===== src/rtl/memory_arbiter.sv =====
// Two-port (data/instruction) arbiter in front of a single-ported synchronous memory.
// One access in flight: IDLE grants, ACCESS drives the memory, RESP returns done/rdata.
module memory_arbiter #(
  parameter int unsigned DATA_STREAK_MAX = 4
) (
  input  logic        clk,
  input  logic        reset,
  input  logic        dReq,
  input  logic        dWe,
  input  logic [31:0] dAddr,
  input  logic [31:0] dWdata,
  output logic        dDone,
  output logic [31:0] dRdata,
  input  logic        iReq,
  input  logic [31:0] iAddr,
  output logic        iDone,
  output logic [31:0] iRdata,
  output logic [31:0] memAddr,
  output logic        memWe,
  output logic        memRe,
  output logic [31:0] memWdata,
  input  logic [31:0] memRdata,
  output logic        busy
);

  typedef enum logic [1:0] {
    IDLE   = 2'd0,
    ACCESS = 2'd1,
    RESP   = 2'd2
  } state_t;

  localparam logic [3:0] STREAK_MAX = 4'(DATA_STREAK_MAX);

  state_t      state_q, state_d;
  logic [3:0]  streak_q, streak_d;
  logic [31:0] addr_q, addr_d;
  logic [31:0] wdata_q, wdata_d;
  logic        we_q, we_d;
  logic        own_i_q, own_i_d;
  logic [31:0] drdata_q, drdata_d;
  logic [31:0] irdata_q, irdata_d;
  logic        grant_i;

  always_ff @(posedge clk or posedge reset) begin
    if (reset) begin
      state_q  <= IDLE;
      streak_q <= 4'd0;
      addr_q   <= 32'd0;
      wdata_q  <= 32'd0;
      we_q     <= 1'b0;
      own_i_q  <= 1'b0;
      drdata_q <= 32'd0;
      irdata_q <= 32'd0;
    end else begin
      state_q  <= state_d;
      streak_q <= streak_d;
      addr_q   <= addr_d;
      wdata_q  <= wdata_d;
      we_q     <= we_d;
      own_i_q  <= own_i_d;
      drdata_q <= drdata_d;
      irdata_q <= irdata_d;
    end
  end

  // Instruction wins only when data is absent or has hit its contended streak limit.
  assign grant_i = iReq & (~dReq | (streak_q == STREAK_MAX));

  always_comb begin
    state_d  = state_q;
    streak_d = streak_q;
    addr_d   = addr_q;
    wdata_d  = wdata_q;
    we_d     = we_q;
    own_i_d  = own_i_q;
    drdata_d = drdata_q;
    irdata_d = irdata_q;
    case (state_q)
      IDLE: begin
        if (dReq | iReq) begin
          own_i_d = grant_i;
          addr_d  = grant_i ? iAddr : dAddr;
          we_d    = grant_i ? 1'b0 : dWe;
          wdata_d = (grant_i | ~dWe) ? 32'd0 : dWdata;
          if (grant_i) begin
            streak_d = 4'd0;
          end else if (iReq && (streak_q != STREAK_MAX)) begin
            streak_d = streak_q + 4'd1;
          end
          state_d = ACCESS;
        end
      end
      ACCESS: state_d = RESP;
      RESP: begin
        if (!we_q) begin
          if (own_i_q) irdata_d = memRdata;
          else         drdata_d = memRdata;
        end
        state_d = IDLE;
      end
      default: state_d = IDLE;
    endcase
  end

  // Memory strobes are decoded from state so an asynchronous reset kills them at once.
  assign memAddr  = (state_q == ACCESS) ? addr_q : 32'd0;
  assign memRe    = (state_q == ACCESS) & ~we_q;
  assign memWe    = (state_q == ACCESS) & we_q;
  assign memWdata = ((state_q == ACCESS) & we_q) ? wdata_q : 32'd0;

  assign dDone = (state_q == RESP) & ~own_i_q;
  assign iDone = (state_q == RESP) & own_i_q;

  // Read data is forwarded straight from memory in RESP, then held by the port register.
  assign dRdata = ((state_q == RESP) & ~own_i_q & ~we_q) ? memRdata : drdata_q;
  assign iRdata = ((state_q == RESP) & own_i_q & ~we_q) ? memRdata : irdata_q;

  assign busy = (state_q != IDLE);

endmodule


===== config.mk =====
export PLATFORM = sky130hd
export DESIGN_NAME = memory_arbiter
export DESIGN_NICKNAME = d
export VERILOG_FILES = /design/src/rtl/memory_arbiter.sv
export SDC_FILE = /design/constraint.sdc
export NUM_CORES = 1
export LEC_CHECK = 0
export BUFFER_PORTS_ARGS = -buffer_cell sky130_fd_sc_hd__buf_4
export CORE_MARGIN = 2
export CORE_UTILIZATION = 45
export DETAILED_ROUTE_END_ITERATION = 6
export PLACE_DENSITY_LB_ADDON = 0.05
export SETUP_SLACK_MARGIN = 0.3
export SYNTH_ARGS = -nofsm -noshare
export SYNTH_HDL_FRONTEND = slang
export SYNTH_SLANG_ARGS = --single-unit
export TNS_END_PERCENT = 50

===== constraint.sdc =====
create_clock -name clk -period 4.3 [get_ports clk]
set_input_delay 0.86 -clock clk [delete_from_list [all_inputs] [get_ports clk]]
set_output_delay 0.86 -clock clk [all_outputs]
set_load 0.02 [all_outputs]

[Word-level counts from Yosys, hierarchy flattened]
Index checks and enable logic that the tools add are counted.
Storage, ports and cells
  register bits after elaboration: 136
  output and inout bits: 133
  bits of input ports: 133
  word-level logic and storage cells: 47
Operators by class
  bitwise gates (word level): 14
  reductions and logical operators: 8
  add/sub/neg operators: 1
  eq/ne operators: 5
  mux-type cells: 11
Operators by type and width (count)
  $mux W32: 6
  $reduce_and A3 Y1: 3
  $mux W4: 2
  $and A1 B1 Y1: 7
  $add A4 B1 Y4 const B: 1
  $eq A4 B3 Y1 const B: 1
  $ne A4 B3 Y1 const B: 1
  $not A1 Y1: 4
  $pmux W2 S2: 1
  $reduce_bool A2 Y1: 2
  $or A1 B1 Y1: 3
  $eq A2 B1 Y1 const B: 1
  $eq A2 B2 Y1 const B: 1
  $logic_not A2 Y1: 1
  $mux W2: 1
  $ne A2 B2 Y1 const B: 1
  $reduce_and A2 Y1: 1
  $logic_and A1 B1 Y1: 1
  $mux W1: 1

[Depth between registers and ports, before layout]
Gate-level depths: netlist of run 1.
  depth after elaboration: 5
  gate-level depth with buffers: 7
  mapped depth without buffers: 5

[Least setup slack after synthesis of run 1]
Ideal clock, no wire load.
  kind: register to output
  start point: register state_q[0]
  end point: output port dRdata[13]
  data arrival time: 1688 ps
  buffers on the path: 2
  data required time: 3440 ps
  slack: 1752 ps
  cell stages (with the launch flop): 6
  path through: dfrtp_1 -> nor3b_2 -> and2_1 -> buf_4 -> buf_6 -> mux2_1
Between the ends
  cells in the longest elaborated chain, start to end: 4
Ends and longest elaborated chain
  from (decl): line 34  | state_t state_q, state_d;
  from (signal assigned): line 55  | state_q <= state_d;
  $eq A2 B2 Y1
  $and A1 B1 Y1
  named net dDone: line 12  | output logic dDone,
  $and A1 B1 Y1: line 115  | assign dRdata = ((state_q == RESP) & ~own_i_q & ~we_q) ? memRdata : drdata_q;
  $mux W32: line 115
  to (decl): line 13  | output logic [31:0] dRdata,
The timed path passes the listed nets, and every way through them passes these cells.

[Worst setup path after layout of run 1]
  start point: register we_q
  end point: output port dRdata[7]
Between the ends
  cells in the longest elaborated chain, start to end: 3
Ends and longest elaborated chain
  from (decl): line 38  | logic we_q, we_d;
  from (signal assigned): line 59  | we_q <= we_d;
  $not A1 Y1: line 115
  $and A1 B1 Y1: line 115
  $mux W32: line 115
No other way between the ends.

==> results of run 1 <==
[logic make-up (layout without fill, tap and decap cells)]
| logic type | Yosys count | after routing | share of synthesized area [%] |
|---|---|---|---|
| fa+ha+maj | 2 | 2 | 0.340 |
| compound gates | 70 | 70 | 8.25 |
| mux | 129 | 129 | 22.8 |
| flops | 136 | 136 | 46.3 |
| buf+inv | 100 | 346 | 7.57 |
| simple gates | 184 | 184 | 14.8 |
[cell type report]
cell class              instances  area (µm²)
fillers                      1326        6050
flip-flops and latches        136        3400
multi-input cells             385        3400
repair buffers                275        2100
clock buffers                  19         443
well taps                     216         270
inverters                      39         150
clock inverters                13         123
[worst max-delay path, stage by stage, from the launching register on]
cell	delay, ps
sky130_fd_sc_hd__dfrtp_1	710
sky130_fd_sc_hd__inv_1	240
sky130_fd_sc_hd__and2_2	510
sky130_fd_sc_hd__buf_12	310
sky130_fd_sc_hd__mux2_2	370
sky130_fd_sc_hd__buf_4	160
[cells in the mapped netlist]
cell and count:
sky130_fd_sc_hd__a22o_1 1, sky130_fd_sc_hd__and2_1 36, sky130_fd_sc_hd__and2_4 1, sky130_fd_sc_hd__and2b_2 1, sky130_fd_sc_hd__and3_1 32, sky130_fd_sc_hd__and3b_1 2
sky130_fd_sc_hd__buf_1 2, sky130_fd_sc_hd__buf_12 7, sky130_fd_sc_hd__buf_2 15, sky130_fd_sc_hd__buf_4 1, sky130_fd_sc_hd__buf_6 6, sky130_fd_sc_hd__clkbuf_1 30
sky130_fd_sc_hd__dfrtp_1 136, sky130_fd_sc_hd__ha_1 2, sky130_fd_sc_hd__inv_1 38, sky130_fd_sc_hd__inv_2 1, sky130_fd_sc_hd__mux2_1 18, sky130_fd_sc_hd__mux2_2 50
sky130_fd_sc_hd__mux2_4 60, sky130_fd_sc_hd__mux2i_1 1, sky130_fd_sc_hd__nand2_1 4, sky130_fd_sc_hd__nand2b_1 2, sky130_fd_sc_hd__nand3_1 65, sky130_fd_sc_hd__nand4_1 34
sky130_fd_sc_hd__nand4b_1 1, sky130_fd_sc_hd__nor2_2 1, sky130_fd_sc_hd__nor3b_1 1, sky130_fd_sc_hd__nor3b_2 1, sky130_fd_sc_hd__o21ai_1 1, sky130_fd_sc_hd__o221ai_1 32
sky130_fd_sc_hd__o22ai_1 1, sky130_fd_sc_hd__o2bb2ai_1 32, sky130_fd_sc_hd__o311ai_0 3, sky130_fd_sc_hd__or2_1 1, sky130_fd_sc_hd__or3b_1 1, sky130_fd_sc_hd__or4b_1 1
[through the flow]
| stage | setup WS (ps) | std cells | power (mW) |
|---|---|---|---|
| floorplan | 1750 | 621 | 4.85 |
| global placement | 1200 | 1051 | 5.99 |
| detailed placement | 1130 | 1051 | 6.09 |
| CTS | 656 | 1083 | 7.51 |
| global route | 501 | 1083 | 7.90 |
| finish | 694 | 1083 | 7.43 |
[power groups by stage]
stage | sequential (mW) | clock [mW] | combinational, mW
4_1_cts | 2.27 | 1.42 | 3.82
6_report | 2.27 | 1.38 | 3.77
3_5_place_dp | 2.28 | 0 | 3.81
2_1_floorplan | 2.14 | 0 | 2.71
5_1_grt | 2.36 | 1.48 | 4.06
3_3_place_gp | 2.25 | 0 | 3.74
[flip-flops by register name, summed over array words and instances, names as in the netlist]
register and flops:
wdata_q 32, irdata_q 32, addr_q 32, drdata_q 32, state_q 2, own_i_q 1
streak_q 4, we_q 1
[worst max-delay path by stage]
stage	startpoint	endpoint	cells after the start
4_1_cts	we_q	dRdata[5]	5
5_1_grt	we_q	dRdata[5]	5
6_report	we_q	dRdata[7]	5
3_3_place_gp	we_q	dRdata[18]	5
3_5_place_dp	we_q	dRdata[5]	5
2_1_floorplan	reset	addr_q[0]	1
[cells in the final DEF (no fill, tap or decap), types with 2 or more instances in the layout]
| cell | Yosys | routed |
|---|---|---|
| sky130_fd_sc_hd__and2_1 | 36 | 35 |
| sky130_fd_sc_hd__and3_1 | 32 | 32 |
| sky130_fd_sc_hd__and3b_1 | 2 | 2 |
| sky130_fd_sc_hd__buf_12 | 7 | 3 |
| sky130_fd_sc_hd__buf_4 | 1 | 272 |
| sky130_fd_sc_hd__clkbuf_16 | 0 | 17 |
| sky130_fd_sc_hd__clkinv_2 | 0 | 2 |
| sky130_fd_sc_hd__clkinv_4 | 0 | 4 |
| sky130_fd_sc_hd__clkinvlp_4 | 0 | 5 |
| sky130_fd_sc_hd__dfrtp_1 | 136 | 136 |
| sky130_fd_sc_hd__ha_1 | 2 | 2 |
| sky130_fd_sc_hd__inv_1 | 38 | 37 |
| sky130_fd_sc_hd__inv_6 | 0 | 2 |
| sky130_fd_sc_hd__mux2_1 | 18 | 18 |
| sky130_fd_sc_hd__mux2_2 | 50 | 50 |
| sky130_fd_sc_hd__mux2_4 | 60 | 60 |
| sky130_fd_sc_hd__nand2_1 | 4 | 4 |
| sky130_fd_sc_hd__nand2b_1 | 2 | 2 |
| sky130_fd_sc_hd__nand3_1 | 65 | 65 |
| sky130_fd_sc_hd__nand4_1 | 34 | 34 |
| sky130_fd_sc_hd__o221ai_1 | 32 | 32 |
| sky130_fd_sc_hd__o2bb2ai_1 | 32 | 32 |
| sky130_fd_sc_hd__o311ai_0 | 3 | 3 |
[layer usage]
| layer | GRT usage [%] | share of wire, % | routed length, µm |
|---|---|---|---|
| met5 | 0 | 0 | 0 |
| met4 | 7.97 | 2.3 | 435 |
| met1 | 27.1 | 41 | 7790 |
| met3 | 6.88 | 6.8 | 1290 |
| met2 | 36.4 | 50 | 9450 |
==> qor.json, run 1 <==
{
  "grt_usage": {"value": 22.0, "unit": "%"},
  "worstSetupStartpointType": {"value": "flip-flop"},
  "cts_hold_buffers": {"value": 0},
  "clock_insertion_delay_worst_skew": {"value": 420, "unit": "ps"},
  "cell_internal_power": {"value": 4.57, "unit": "mW"},
  "drt_iter0_markers": {"value": 299},
  "design_area": {"value": 9890, "unit": "µm²"},
  "min_path_cells": {"value": 1},
  "hold_end": {"value": "wdata_q[18]"},
  "cp-end-kind": {"value": "output pin"},
  "timing.rr.start": {"value": "streak_q[0]"},
  "leakage": {"value": 4.78, "unit": "nW"},
  "synth_area": {"value": 7350, "unit": "µm²"},
  "synth_largest_area_cell": {"value": "sky130_fd_sc_hd__dfrtp_1"},
  "routed_wirelength": {"value": 19000, "unit": "µm"},
  "die_y": {"value": 132, "unit": "µm"},
  "path_clk_slew": {"value": 60, "unit": "ps"},
  "grt_antenna_before_repair": {"value": 0},
  "power.share.combinational": {"value": 50.8, "unit": "%"},
  "cts_root_buffer": {"value": "sky130_fd_sc_hd__clkbuf_16"},
  "max_slew_margin": {"value": 19.1, "unit": "%"},
  "clock.fmax": {"value": 277, "unit": "MHz"},
  "die_area": {"value": 17400, "unit": "µm²"},
  "die_w": {"value": 132, "unit": "µm"},
  "hold_path.startpoint": {"value": "wdata_q[18]"},
  "syn-mean-instance-area": {"value": 11.8, "unit": "µm²"},
  "drt_pass1_iterations": {"value": 4},
  "maximum_clock_insertion_buffer_count": {"value": 2},
  "total_switching_power": {"value": 2.85, "unit": "mW"},
  "crit_required": {"value": 3440, "unit": "ps"},
  "portBuffers": {"value": 265},
  "hold_class": {"value": "reg2reg"},
  "ys_warn_count": {"value": 0},
  "drt-vias-per-instance": {"value": 5.39},
  "worst_ep_arrival_time": {"value": 2750, "unit": "ps"},
  "synth.yosys.seq_area_share": {"value": 46.3, "unit": "%"},
  "cts_tree": {"value": "done"},
  "ir_drop": {"value": 0.347, "unit": "mV"},
  "synth_largest_type_area_fraction": {"value": 46.3, "unit": "%"},
  "first_global_vias": {"value": 6016},
  "core_area": {"value": 15900, "unit": "µm²"},
  "dr_total_vias": {"value": 5839},
  "drc_errors": {"value": 0},
  "outcome": {"value": "finished clean"},
  "period_needed": {"value": 3610, "unit": "ps"},
  "synth.area.top_cells": {"value": "sky130_fd_sc_hd__dfrtp_1 (46%), sky130_fd_sc_hd__mux2_4 (12%), sky130_fd_sc_hd__mux2_2 (7.7%)"},
  "number_of_sinks_on_the_clock_net": {"value": 136},
  "design.portCount": {"value": 266},
  "power_density": {"value": 751, "unit": "nW/µm²"},
  "cts-buffers-inserted": {"value": 17},
  "finish.utilization": {"value": 62.0, "unit": "%"},
  "drt.antenna.violating_nets": {"value": 0},
  "initial_core_util": {"value": 46.1, "unit": "%"},
  "drive_above_1_share": {"value": 48.9, "unit": "%"},
  "synth_cells": {"value": 621},
  "worstReg2RegEnd": {"value": "addr_q[17]"},
  "worstRegToRegCells": {"value": 6},
  "antenna_cells": {"value": 0},
  "grt_remaining_overflow": {"value": 0},
  "power.share.clock": {"value": 18.6, "unit": "%"},
  "post_cts.repair.setup_buffers": {"value": 0},
  "grt_start_max_net_pins": {"value": 137},
  "dp_hpwl": {"value": 12600, "unit": "µm"},
  "fp-row-count": {"value": 46},
  "area_growth": {"value": 34.5, "unit": "%"},
  "placedInstanceArea": {"value": 9330, "unit": "µm²"},
  "setup_viol": {"value": 0},
  "power_frac_seq": {"value": 30.6, "unit": "%"},
  "routed_wire_per_std_cell": {"value": 17.5, "unit": "µm"},
  "number_of_pins_exceeding_their_max_slew_limit_in_the_final_report": {"value": 0},
  "worst-path-max-fanout": {"value": 44},
  "switching_share": {"value": 38.4, "unit": "%"},
  "max-cap-violations": {"value": 0},
  "post-route-period-util": {"value": 83.9, "unit": "%"},
  "critical_path_class": {"value": "reg2out"},
  "clock_skew": {"value": 8.55, "unit": "ps"},
  "setup_slack_on_the_worst_flop_to_flop_path": {"value": 1700, "unit": "ps"},
  "h-tree-depth": {"value": 4},
  "rsz0062_at_grt": {"value": "no"},
  "timing_worst_slew_pin_value": {"value": 1210, "unit": "ps"},
  "globalplace.congestion": {"value": 0.812},
  "grt_pass1_wl": {"value": 30900, "unit": "µm"},
  "num-nets-final": {"value": 989},
  "setup_total_negative_slack": {"value": 0, "unit": "ps"},
  "cts_resized": {"value": 0},
  "final.hold.worst_slack": {"value": 478, "unit": "ps"},
  "syn_nets": {"value": 756},
  "report.final.hold_viol_count": {"value": 0},
  "yosys_register_bits": {"value": 136},
  "synth_cell_types": {"value": 36}
}
No activity file was read; power rests on OpenSTA's default activity.
==> run 2: changes to the inputs <==
Settings changed: ABC_AREA set to 1.
Clock period 4.3 ns to 2.94 ns, I/O delays scaled along.
==> run 2 against run 1 <==
  * Clock-buffer cell count grew 5
  * Area after synthesis down 4.3%
  * Register-to-register slack got worse by 540 ps
  * First-iteration DRC count increased by 6.4%
  * Largest cell class unchanged
==> qor.json, run 2 <==
{
  "outcome": {"value": "finished clean"},
  "globalplace.congestion": {"value": 0.813},
  "power.share.combinational": {"value": 51.3, "unit": "%"},
  "syn-mean-instance-area": {"value": 7.99, "unit": "µm²"},
  "drt.antenna.violating_nets": {"value": 0},
  "synth.area.top_cells": {"value": "sky130_fd_sc_hd__dfrtp_1 (48%), sky130_fd_sc_hd__inv_1 (9.1%), sky130_fd_sc_hd__nand3_1 (7.2%)"},
  "drt_pass1_iterations": {"value": 4},
  "number_of_sinks_on_the_clock_net": {"value": 136},
  "crit_required": {"value": 2350, "unit": "ps"},
  "total_switching_power": {"value": 4.40, "unit": "mW"},
  "synth_area": {"value": 7040, "unit": "µm²"},
  "core_area": {"value": 15300, "unit": "µm²"},
  "power.total": {"value": 10.4, "unit": "mW"},
  "cell_at_the_slowest_stage_of_the_critical_path": {"value": "sky130_fd_sc_hd__dfrtp_1"},
  "worstSetupStartpointType": {"value": "flip-flop"},
  "synth.yosys.seq_area_share": {"value": 48.4, "unit": "%"},
  "synth_largest_type_area_fraction": {"value": 48.4, "unit": "%"},
  "die_w": {"value": 129, "unit": "µm"},
  "report.final.hold_viol_count": {"value": 0},
  "dr_total_vias": {"value": 6304},
  "die_y": {"value": 129, "unit": "µm"},
  "syn_nets": {"value": 1015},
  "initial_core_util": {"value": 46.1, "unit": "%"},
  "power_density": {"value": 1070, "unit": "nW/µm²"},
  "ir_drop": {"value": 0.465, "unit": "mV"},
  "yosysMostFrequentCell": {"value": "sky130_fd_sc_hd__inv_1"},
  "cell_internal_power": {"value": 5.99, "unit": "mW"},
  "routed_wire_per_std_cell": {"value": 13.3, "unit": "µm"},
  "cts_root_buffer": {"value": "sky130_fd_sc_hd__clkbuf_16"},
  "grt_pass1_wl": {"value": 27600, "unit": "µm"},
  "synth_enable_flop_cells": {"value": 0},
  "period_needed": {"value": 2530, "unit": "ps"},
  "grt_start_max_net_pins": {"value": 73},
  "clock.fmax": {"value": 395, "unit": "MHz"},
  "synth_largest_area_cell": {"value": "sky130_fd_sc_hd__dfrtp_1"},
  "area_growth": {"value": 37.9, "unit": "%"},
  "clock_skew": {"value": 8.31, "unit": "ps"},
  "routed_wirelength": {"value": 18000, "unit": "µm"},
  "maximum_clock_insertion_buffer_count": {"value": 2},
  "path_clk_slew": {"value": 60, "unit": "ps"},
  "grt_antenna_before_repair": {"value": 0},
  "post-route-period-util": {"value": 86.2, "unit": "%"},
  "portBuffers": {"value": 265},
  "drt-vias-per-instance": {"value": 4.66},
  "crit_chain": {"value": "clkinvlp_4, nand2_8, buf_12, nand2_2, o21ai_1, buf_4"},
  "cts_tree": {"value": "done"},
  "yosys_register_bits": {"value": 136},
  "clock_insertion_delay_worst_skew": {"value": 410, "unit": "ps"},
  "drt_iter0_markers": {"value": 318},
  "mostFrequentLayoutCell": {"value": "sky130_fd_sc_hd__buf_4"},
  "drive_above_1_share": {"value": 34.6, "unit": "%"},
  "setup_viol": {"value": 0},
  "number_of_pins_exceeding_their_max_slew_limit_in_the_final_report": {"value": 0},
  "max_slew_margin": {"value": 47.1, "unit": "%"},
  "critical_path_class": {"value": "reg2out"},
  "num-nets-final": {"value": 1266},
  "cts_hold_buffers": {"value": 0},
  "worst-path-max-fanout": {"value": 33},
  "fp-row-count": {"value": 45},
  "grt_remaining_overflow": {"value": 0},
  "synth_cell_types": {"value": 22},
  "setup_total_negative_slack": {"value": 0, "unit": "ps"},
  "layout.cells.most_common_list": {"value": "sky130_fd_sc_hd__buf_4 (279), sky130_fd_sc_hd__inv_1 (168), sky130_fd_sc_hd__dfrtp_1 (136)"},
  "dp_hpwl": {"value": 12100, "unit": "µm"},
  "switching_share": {"value": 42.4, "unit": "%"},
  "h-tree-depth": {"value": 4},
  "power_frac_seq": {"value": 30.6, "unit": "%"},
  "synth.top_cells.by_count": {"value": "sky130_fd_sc_hd__inv_1 (170), sky130_fd_sc_hd__dfrtp_1 (136), sky130_fd_sc_hd__nand2_1 (127)"},
  "cpPeakStageDelay": {"value": 390, "unit": "ps"},
  "synth_cells": {"value": 880},
  "power.share.clock": {"value": 18.1, "unit": "%"},
  "rsz0062_at_grt": {"value": "yes"},
  "first_global_vias": {"value": 5721},
  "design.portCount": {"value": 266},
  "grt_usage": {"value": 21.1, "unit": "%"},
  "synthArstFlopShare": {"value": 100, "unit": "%"},
  "ys_dominant_reg_cell": {"value": "sky130_fd_sc_hd__dfrtp_1"},
  "timing_worst_slew_pin_value": {"value": 793, "unit": "ps"},
  "die_area": {"value": 16700, "unit": "µm²"},
  "hold_class": {"value": "in2async"},
  "drc_errors": {"value": 0},
  "cp-end-kind": {"value": "output pin"},
  "ys_warn_count": {"value": 0},
  "antenna_cells": {"value": 0},
  "max-cap-violations": {"value": 0},
  "leakage": {"value": 5.25, "unit": "nW"},
  "cts-buffers-inserted": {"value": 17},
  "worst_ep_arrival_time": {"value": 1950, "unit": "ps"}
}
[run 2: changes by cell type after synthesis, sizes merged, moves of 8 or more]
cell     before  now
nor2          1   75
and2         37    0
o221ai       32    0
nand3        65  101
nand2         4  172
o21ai         1  165
clkbuf       30   22
mux2        128    0
nand4        34    0
inv          39  175
o2bb2ai      32    0
and3         32    0
[run 2: kinds of logic (layout without fill, tap and decap cells)]
kind of cell	Yosys count	in the layout	share of synthesized area [%]
buffers and inverters	228	489	14.5
AND/OR/NAND/NOR	348	350	23.5
adder cells (fa/ha/maj)	2	2	0.356
flip-flops	136	136	48.4
AO/OA/AOI/OAI	166	166	13.3
[run 2: timing repair]
item	in CTS	in global routing
buffers inserted	0	3
cloned	0	3
pin swaps	0	4
gates resized for setup	3	1
endpoints found under the setup margin	34	62
[run 2: final cells by class]
cell class	instances	area, µm²
fill	1378	5560
timing repair buffer	283	2190
tap	211	264
clock inverter	7	47.5
inverter	175	664
sequential	136	3400
multi-input combinational	518	2660
clock buffer	24	472
[run 2: critical path: cells and delay by family, from the launching register on]
kind            cells  cell delay, ps
compound gates      1              80
buf+inv             3             680
flops               1             390
simple gates        2             330
[run 2: path summary, 6_finish.rpt]
| kind | endpoint | slack (ps) | start | cells after the start |
|---|---|---|---|---|
| max | dRdata[12] | 410 | we_q | 6 |
| min | wdata_q[28] | 290 | reset | 3 |
| max reg2reg | wdata_q[20] | 1160 | state_q[1] | 5 |
| min reg2reg | addr_q[7] | 470 | addr_q[7] | 2 |
| max in group asynchronous | drdata_q[6] | 1950 | reset | 3 |
| min in group clk | wdata_q[28] | 410 | dWdata[28] | 3 |
[run 2: layer usage]
layer | wire, µm | vias up | global-route usage [%] | part of all wire, %
met2 | 8550 | 188 | 33.8 | 48
met5 | 0 | - | 0 | 0
met3 | 1190 | 33 | 6.73 | 6.6
li1 | - | 3220 | - | -
met1 | 7750 | 2863 | 26.6 | 43
met4 | 500 | 0 | 8.38 | 2.8
[run 2: power by group through the flow]
stage | Combinational [mW] | Sequential (mW) | Clock, mW
finish | 5.32 | 3.18 | 1.88
global route | 5.87 | 3.28 | 2.00
CTS | 5.31 | 3.18 | 1.93
detailed placement | 5.27 | 3.21 | 0
global placement | 5.21 | 3.18 | 0
floorplan | 3.52 | 3.13 | 0
[run 2: metrics by stage]
step | worst slack (ps) | std cells | util, % | area, µm² | hold slack (ps)
floorplan | 659 | 880 | - | 7040 | 443
global placement | 623 | 1317 | 59.5 | 9080 | 454
detailed placement | 606 | 1317 | 59.5 | 9080 | 465
CTS | 313 | 1348 | 63.1 | 9630 | 296
global route | 276 | 1354 | 63.6 | 9700 | 331
finish | 405 | 1354 | 63.6 | 9700 | 294
==> run 3: changes to the inputs <==
Settings changed: CTS_CLUSTER_DIAMETER set to 200, PLACE_DENSITY set to 0.88, PLACE_DENSITY_LB_ADDON 0.05 to not set.
==> run 3 against run 2 <==
  * Total power rose by 4.4%
  * Clock-buffer cell count fell by 4
  * First-iteration DRC count rose by 11%
  * Die area did not move
  * Worst hold slack got worse by 130 ps
  * Clock skew fell by 2.5 ps
  * Critical path type unchanged
  * Largest cell class unchanged
==> qor.json, run 3 (synthesis gave the netlist of run 2 again) <==
{
  "cts-buffers-inserted": {"value": 17},
  "fp-row-count": {"value": 45},
  "fillers": {"value": 1305},
  "crit_required": {"value": 2350, "unit": "ps"},
  "period_needed": {"value": 2510, "unit": "ps"},
  "worstSetupStartpointType": {"value": "flip-flop"},
  "antenna_cells": {"value": 0},
  "setup_total_negative_slack": {"value": 0, "unit": "ps"},
  "h-tree-depth": {"value": 4},
  "globalplace.congestion": {"value": 0.818},
  "outcome": {"value": "finished clean"},
  "first_global_vias": {"value": 5984},
  "max-cap-violations": {"value": 0},
  "rsz0062_at_grt": {"value": "no"},
  "post-route-period-util": {"value": 85.2, "unit": "%"},
  "worst_ep_arrival_time": {"value": 1920, "unit": "ps"},
  "dr_total_vias": {"value": 6421},
  "ir_drop": {"value": 0.517, "unit": "mV"},
  "timing_worst_slew_pin_value": {"value": 723, "unit": "ps"},
  "grt_antenna_before_repair": {"value": 0},
  "grt_pass1_wl": {"value": 28600, "unit": "µm"},
  "drt-vias-per-instance": {"value": 4.74},
  "crit_chain": {"value": "inv_2, nor2_2, inv_2, nor2_4, nand2_8, buf_12, nand2_4, o21ai_2, buf_4"},
  "max_slew_margin": {"value": 51.7, "unit": "%"},
  "final-seq-area": {"value": 3400, "unit": "µm²"},
  "design.portCount": {"value": 266},
  "cpPeakStageDelay": {"value": 400, "unit": "ps"},
  "critical_path_class": {"value": "reg2out"},
  "clock_skew": {"value": 5.84, "unit": "ps"},
  "hold_class": {"value": "in2async"},
  "portBuffers": {"value": 265},
  "cts_root_buffer": {"value": "sky130_fd_sc_hd__clkbuf_16"},
  "cell_at_the_slowest_stage_of_the_critical_path": {"value": "sky130_fd_sc_hd__dfrtp_1"},
  "area_growth": {"value": 40.2, "unit": "%"},
  "clock.fmax": {"value": 399, "unit": "MHz"},
  "die_y": {"value": 129, "unit": "µm"},
  "number_of_sinks_on_the_clock_net": {"value": 136},
  "drive_above_1_share": {"value": 35.1, "unit": "%"},
  "clock_insertion_delay_worst_skew": {"value": 410, "unit": "ps"},
  "multi_input_comb_area": {"value": 2660, "unit": "µm²"},
  "cp-end-kind": {"value": "output pin"},
  "power.total": {"value": 10.8, "unit": "mW"},
  "die_area": {"value": 16700, "unit": "µm²"},
  "layout.cells.most_common_list": {"value": "sky130_fd_sc_hd__buf_4 (275), sky130_fd_sc_hd__inv_1 (168), sky130_fd_sc_hd__dfrtp_1 (136)"},
  "grt_usage": {"value": 21.6, "unit": "%"},
  "cts_tree": {"value": "done"},
  "report.final.hold_viol_count": {"value": 0},
  "setup_slack_on_the_worst_flop_to_flop_path": {"value": 1110, "unit": "ps"},
  "routed_wire_per_std_cell": {"value": 13.3, "unit": "µm"},
  "critPathMostFrequentCell": {"value": "sky130_fd_sc_hd__inv_2"},
  "initial_core_util": {"value": 46.1, "unit": "%"},
  "drt_iter0_markers": {"value": 353},
  "drc_errors": {"value": 0},
  "path_clk_slew": {"value": 60, "unit": "ps"},
  "die_w": {"value": 129, "unit": "µm"},
  "dp_hpwl": {"value": 13100, "unit": "µm"},
  "worst-path-max-fanout": {"value": 31},
  "num-nets-final": {"value": 1267},
  "setup_viol": {"value": 0},
  "drt_pass1_iterations": {"value": 4},
  "drt.antenna.violating_nets": {"value": 0},
  "routed_wirelength": {"value": 18000, "unit": "µm"},
  "power_density": {"value": 1100, "unit": "nW/µm²"},
  "grt_start_max_net_pins": {"value": 63},
  "grt_remaining_overflow": {"value": 0},
  "core_area": {"value": 15300, "unit": "µm²"},
  "mostFrequentLayoutCell": {"value": "sky130_fd_sc_hd__buf_4"},
  "number_of_pins_exceeding_their_max_slew_limit_in_the_final_report": {"value": 0},
  "leakage": {"value": 5.32, "unit": "nW"},
  "maximum_clock_insertion_buffer_count": {"value": 2}
}
run 3: changes by cell type in the layout (fill, tap and decap cells not counted), sizes merged:
cell	delta
bufinv	+4
buf	+2
inv	+1
clkbuf	-5
clkinv	-1
run 3: layout make-up:
| cell class | instances | area share (%) |
|---|---|---|
| Multi-Input combinational cell | 518 | 27.0 |
| Sequential cell | 136 | 34.5 |
| Inverter | 175 | 6.76 |
| Timing Repair Buffer | 284 | 22.7 |
| Clock buffer | 20 | 4.63 |
| Clock inverter | 11 | 1.74 |
| Tap cell | 211 | 2.68 |
run 3: per-stage QoR:
step | worst slack, ps | utilization, % | cell area, µm² | std cells | hold slack, ps
after floorplan | 659 | - | 7040 | 880 | 443
after global placement | 663 | 59.8 | 9130 | 1318 | 457
after detailed placement | 623 | 59.8 | 9130 | 1318 | 467
after CTS | 336 | 64.1 | 9770 | 1349 | 165
after global routing | 300 | 64.6 | 9860 | 1355 | 182
final | 435 | 64.6 | 9860 | 1355 | 166
run 3: report_power, final:
| group | internal (mW) | total, mW | switching (mW) | leakage (nW) |
|---|---|---|---|---|
| clock | 1.46 | 2.25 | 0.785 | 0.302 |
| sequential | 2.78 | 3.20 | 0.418 | 1.69 |
| combinational | 2.12 | 5.40 | 3.28 | 3.32 |
run 3: repair_timing:
action	4_1_cts	5_1_grt
setup endpoints to repair	24	62
cloned	0	2
buffers inserted	0	4
pin swaps	0	4
gates resized for setup	2	4
endpoints found under the hold margin	0	0
hold buffers	0	0
run 3: critical path, delay by kind of cell (launching register included):
family	cells	cell delay, ps
and+or+nand+nor	4	540
buffers and inverters	4	490
DFF	1	400
AOI/OAI and AO/OA	1	50
run 3: final timing paths:
check / start / to / cells past startpoint
max: state_q[1] / dRdata[7] / 9
min: reset / irdata_q[27] / 2
max reg2reg: state_q[1] / wdata_q[27] / 5
min reg2reg: drdata_q[29] / drdata_q[29] / 2
max in group asynchronous: reset / addr_q[8] / 4
min in group clk: dWdata[14] / wdata_q[14] / 3
run 3: layer usage:
layer | global-route usage [%] | part of all wire, % | wire length (µm) | vias to the layer above
li1 | - | - | - | 3227
met1 | 26.7 | 42 | 7480 | 2955
met2 | 37.1 | 50 | 8950 | 214
met3 | 5.70 | 6.8 | 1220 | 25
met4 | 6.84 | 1.9 | 333 | 0
met5 | 0 | 0 | 0 | -
